--- src/rtl/cpu_pkg.sv ---
// Shared CPU datapath definitions: address width, reset vector and PC FSM states.
package cpu_pkg;

  localparam int unsigned ADDR_WIDTH = 16;

  localparam logic [ADDR_WIDTH-1:0] RESET_ADDR = '0;

  typedef enum logic [0:0] {
    PC_RUN    = 1'b0,
    PC_HALTED = 1'b1
  } pc_state_t;

endpackage

--- src/rtl/inc16.sv ---
// Combinational WIDTH-bit incrementer built as a ripple chain of half adders.
// carry_out is high only when the input is all ones (the result wraps to zero).
module inc16 #(
  parameter int unsigned WIDTH = 16
) (
  input  logic [WIDTH-1:0] a,
  output logic [WIDTH-1:0] sum,
  output logic             carry_out
);

  logic [WIDTH:0] carry;

  // The constant carry-in of 1 turns the half-adder chain into +1
  assign carry[0] = 1'b1;

  for (genvar i = 0; i < WIDTH; i++) begin : g_half_adder
    assign sum[i]     = a[i] ^ carry[i];
    assign carry[i+1] = a[i] & carry[i];
  end

  assign carry_out = carry[WIDTH];

endmodule

--- src/rtl/program_counter.sv ---
// Program counter stage: reset / load / increment / hold with a RUN/HALTED FSM.
// Optional sticky wrap flag enabled by defining PC_WRAP_FLAG_EN.
module program_counter
  import cpu_pkg::*;
#(
  parameter int unsigned       WIDTH      = ADDR_WIDTH,
  parameter logic [WIDTH-1:0]  RESET_ADDR = WIDTH'(cpu_pkg::RESET_ADDR)
) (
  input  logic             clk,
  input  logic             reset,
  input  logic             load,
  input  logic             inc,
  input  logic             halt,
  input  logic             resume,
  input  logic [WIDTH-1:0] in,
  output logic [WIDTH-1:0] out,
  output logic             running
`ifdef PC_WRAP_FLAG_EN
  ,
  output logic             wrapped
`endif
);

  pc_state_t        state;
  logic [WIDTH-1:0] inc_sum;

`ifdef PC_WRAP_FLAG_EN
  logic inc_carry;
`else
  logic unused_inc_carry;
`endif

  inc16 #(
    .WIDTH(WIDTH)
  ) u_inc16 (
    .a        (out),
    .sum      (inc_sum),
`ifdef PC_WRAP_FLAG_EN
    .carry_out(inc_carry)
`else
    .carry_out(unused_inc_carry)
`endif
  );

  // FSM, address register and registered status outputs updated together
  always_ff @(posedge clk) begin
    if (reset) begin
      state   <= PC_RUN;
      out     <= RESET_ADDR;
      running <= 1'b1;
`ifdef PC_WRAP_FLAG_EN
      wrapped <= 1'b0;
`endif
    end else begin
      unique case (state)
        PC_RUN: begin
          // Halt freezes out in the very cycle it is sampled
          if (halt) begin
            state   <= PC_HALTED;
            running <= 1'b0;
          end else if (load) begin
            out <= in;
`ifdef PC_WRAP_FLAG_EN
            wrapped <= 1'b0;
`endif
          end else if (inc) begin
            out <= inc_sum;
`ifdef PC_WRAP_FLAG_EN
            if (inc_carry) wrapped <= 1'b1;
`endif
          end
        end
        PC_HALTED: begin
          // Halt wins a tie with resume
          if (resume && !halt) begin
            state   <= PC_RUN;
            running <= 1'b1;
          end
        end
        default: begin
          state   <= PC_RUN;
          running <= 1'b1;
        end
      endcase
    end
  end

endmodule

--- config.mk ---
export PLATFORM = sky130hd
export DESIGN_NAME = program_counter
export DESIGN_NICKNAME = d
export VERILOG_FILES = /design/src/rtl/cpu_pkg.sv /design/src/rtl/inc16.sv /design/src/rtl/program_counter.sv
export SDC_FILE = /design/constraint.sdc
export NUM_CORES = 1
export LEC_CHECK = 0
export ABC_AREA = 1
export CORE_MARGIN = 8
export CORE_UTILIZATION = 35
export CTS_CLUSTER_SIZE = 40
export DETAILED_ROUTE_END_ITERATION = 10
export PLACE_DENSITY = 0.75
export SYNTH_ARGS = -nofsm -noshare
export SYNTH_HDL_FRONTEND = slang
export SYNTH_SLANG_ARGS = --single-unit
--- constraint.sdc ---
create_clock -name clk -period 3.68 [get_ports clk]
set_input_delay 0.736 -clock clk [delete_from_list [all_inputs] [get_ports clk]]
set_output_delay 0.736 -clock clk [all_outputs]
set_load 0.01 [all_outputs]
==> impl_results.rst <==
.. list-table::
   :header-rows: 1

   * - Metric
     - Value
   * - Status
     - complete, no violations
   * - Number of distinct library cells after synthesis
     - 19
   * - Sequential share of power
     - 0.467
   * - Net switching component of the power
     - approximately 0.00014 W
   * - Post-synth top area share
     - 0.330
   * - Setup bufs post-CTS
     - 0
   * - Final period util
     - 0.929
   * - Clock edge transition at the registers on the reported setup and hold paths
     - 0.11 ns
   * - Routed via count divided by cell count
     - about 4.6
   * - Arrival time at the worst endpoint
     - 3.62 ns
   * - Multiplexer area fraction after synthesis
     - 0
   * - Number of global-route vias before repair
     - roughly 980
   * - Number of flip-flops and latches in the synthesized netlist
     - 18
   * - Ports
     - 39
   * - Routed wire length
     - around 2600 um
   * - Max-cap viol count
     - 0
   * - Remaining DRCs
     - 0
   * - Net count of the mapped netlist
     - roughly 190
   * - Total gr overflow
     - 0
   * - Bufs on Longest Clock Path
     - 2
   * - Maximum net fanout on the critical path
     - 4
   * - Startpoint kind of the worst setup timing path
     - flop
   * - WL per Instance
     - between 10 and 15 um
   * - Cell type with the largest total area after synthesis
     - sky130_fd_sc_hd__dfxtp_1
   * - Initial antenna violation count
     - 0
   * - Dominant cells by area after synthesis
     - sky130_fd_sc_hd__dfxtp_1 (33%), sky130_fd_sc_hd__nand2_1 (17%), sky130_fd_sc_hd__ha_1 (16%), sky130_fd_sc_hd__nor2_1 (11%), sky130_fd_sc_hd__o21ai_0 (6.4%)
   * - HPWL after detailed placement
     - between 1500 and 2000 um
   * - Setup repair after global routing missed its margin
     - false
   * - CTS hold repair buffers
     - 0
   * - Fraction of layout instances using a drive strength above 1
     - 0.0591
   * - Synthesized-area fraction occupied by and/or/nand/nor cells
     - 0.336
   * - Synthesized netlist cell count
     - roughly 150
   * - Worst min-delay path class
     - reg -> reg
   * - Worst-Skew Late Latency
     - 0.30 ns
   * - TritonCTS buffer count
     - 3
   * - Total power density per cell area
     - ~320 mW/mm^2
   * - Die extent in x
     - approximately 70 um
   * - Time the worst path needs with I/O delays and setup
     - ~3.4 ns
   * - Die area
     - between 0.005 and 0.006 mm^2
   * - Number of pins exceeding their max-slew limit in the final report
     - 0
   * - Area growth from synthesis to final layout
     - 37.5%
   * - Total Nets Final
     - between 200 and 250
   * - Hold Fails Final Rpt
     - 0
   * - Clk_skew
     - about 0.0026 ns
   * - Initial detailed-routing violation count
     - between 40 and 50
   * - Worst VDD drop
     - ~0.13 mV
   * - Floorplan core area
     - 0.00300 mm^2
   * - Maximum level of the CTS H-tree
     - 1
   * - Cell area after synthesis
     - 0.00109 mm^2
   * - Warnings from Yosys
     - 0
   * - Vias
     - ~1k
   * - Path type of the worst setup path
     - reg -> reg
   * - Post-CTS sizing
     - 0
   * - Total Power
     - between 0.0004 and 0.0005 W
   * - Seq/Total Area, Yosys
     - 0.330
   * - All-layer global routing usage
     - 0.101
   * - Pin count of the biggest net entering global routing
     - 20
   * - Leakage power summed over all cells
     - 0.722 nW
   * - Count of endpoints failing setup in the final report
     - 0
   * - Max-Slew Margin vs Limit
     - 0.834
   * - Standard-cell row count
     - 20
   * - Port Buffers
     - 38
   * - Mean instance size in the synthesized netlist
     - around 7.3 um^2
   * - Upper clock frequency limit
     - approximately 290 MHz
   * - Starting Density
     - 0.363
   * - Switching share of power
     - 0.291
   * - First-pass GRT wire length
     - 4270 um
   * - Internal portion of total power
     - around 0.00034 W
   * - Post-DRT Antenna Nets
     - 0
   * - Main combinational cell family by area after synthesis
     - simple AND/OR/NAND/NOR gates
   * - Area share of xor/xnor cells in the synthesized design
     - 0
   * - Area share of fa/ha/maj cells after synthesis
     - 0.161
   * - CTS tree
     - yes
   * - First-pass iteration count of the detailed router
     - 4
   * - Placer Congestion
     - between 0.7 and 0.8
   * - Vertical die dimension
     - 71.8 um
   * - Comb pwr share
     - 0.267
   * - Sort of element at the end of the critical path
     - flop
   * - Synthesized-area fraction occupied by ao, oa, aoi and oai cells
     - 0.0894
   * - Data required time of the critical path
     - approximately 3.9 ns
   * - Clock group share of total power
     - 0.266
   * - Accumulated negative setup slack
     - 0 ns
   * - Clk sinks
     - 18
   * - Antenna Cells
     - 0
   * - CTS Root Buffer Type
     - sky130_fd_sc_hd__clkbuf_4
   * - Least-Margin Pin Slew
     - around 0.25 ns
==> cell usage in the layout, fill, tap and decap left out, drive strengths merged <==
master,instances
nand3,3
a21oi,1
ha,14
clkbuf,4
nor2,32
o21ai,17
dfxtp,18
buf,1
nand2,51
a211oi,1
inv,6
clkdlybuf4s50,38
==> power groups by stage <==
stage / clock network, W / registers, W / logic (W)
2_1_floorplan: 0 / 0.000233 / 0.0000641
3_3_place_gp: 0 / 0.000228 / 0.000128
3_5_place_dp: 0 / 0.000228 / 0.000129
4_1_cts: 0.000129 / 0.000224 / 0.000130
5_1_grt: 0.000137 / 0.000226 / 0.000143
6_report: 0.000127 / 0.000224 / 0.000128
==> layout make-up <==
type / count / area [um^2]
fillers: 296 / 1500
multi-input cells: 119 / 639
repair buffers: 39 / 388
flip-flops and latches: 18 / 360
well taps: 33 / 41.3
clock buffers: 4 / 36.3
inverters: 6 / 35.0
==> kinds of logic after synthesis <==
family,after synthesis
AO/OA/AOI/OAI,19
adder cells (fa/ha/maj),14
buffers and inverters,12
flip-flops,18
AND/OR/NAND/NOR,86
==> state kept, by name (all words and copies together), names as in the netlist <==
register	count
running	1
state	1
out	16
==> synthesized netlist by cell type, drive strengths merged <==
cell type	instances
nand2	51
nor2	32
dfxtp	18
o21ai	17
ha	14
inv	6
buf	5
nand3	3
a211oi	1
a21oi	1
clkbuf	1
==> critical path: stages (launching register included) <==
cell	delay, ns
sky130_fd_sc_hd__dfxtp_1	0.36
sky130_fd_sc_hd__ha_1	0.20
sky130_fd_sc_hd__ha_1	0.18
sky130_fd_sc_hd__ha_1	0.18
sky130_fd_sc_hd__ha_1	0.18
sky130_fd_sc_hd__ha_1	0.18
sky130_fd_sc_hd__ha_1	0.18
sky130_fd_sc_hd__ha_1	0.17
sky130_fd_sc_hd__ha_1	0.18
sky130_fd_sc_hd__ha_1	0.18
sky130_fd_sc_hd__ha_1	0.18
sky130_fd_sc_hd__ha_1	0.20
sky130_fd_sc_hd__ha_1	0.20
sky130_fd_sc_hd__ha_1	0.19
sky130_fd_sc_hd__ha_1	0.27
sky130_fd_sc_hd__nand2_1	0.06
sky130_fd_sc_hd__nand2_1	0.04
sky130_fd_sc_hd__o21ai_0	0.14
sky130_fd_sc_hd__nor2_1	0.05
==> metrics by stage <==
step                      instance area, um^2  worst slack, ns  hold slack, ns  instances   util
final                                    1500            0.261           0.491        219  0.500
after floorplan                          1090            0.431           0.489        149      -
after CTS                                1500            0.244           0.498        219  0.500
after global placement                   1460            0.389           0.470        215  0.488
after global routing                     1500            0.112           0.515        219  0.500
after detailed placement                 1460            0.264           0.482        215  0.488
==> layer usage <==
| metal | part of all wire | global-route usage | vias up |
|---|---|---|---|
| li1 | - | - | 548 |
| met1 | 0.48 | 0.124 | 426 |
| met2 | 0.43 | 0.161 | 32 |
| met3 | 0.084 | 0.0377 | 3 |
| met4 | 0.0080 | 0.0272 | 0 |
| met5 | 0 | 0 | - |
==> path summary, 6_finish.rpt <==
path,slack [ns],endpoint,start,cells past startpoint
setup reg to reg,0.26,out[14],out[0],18
hold / removal,0.49,running,running,2
setup / recovery,0.26,out[14],out[0],18
hold reg to reg,0.49,running,running,2
(Power assumes the default switching activity.)
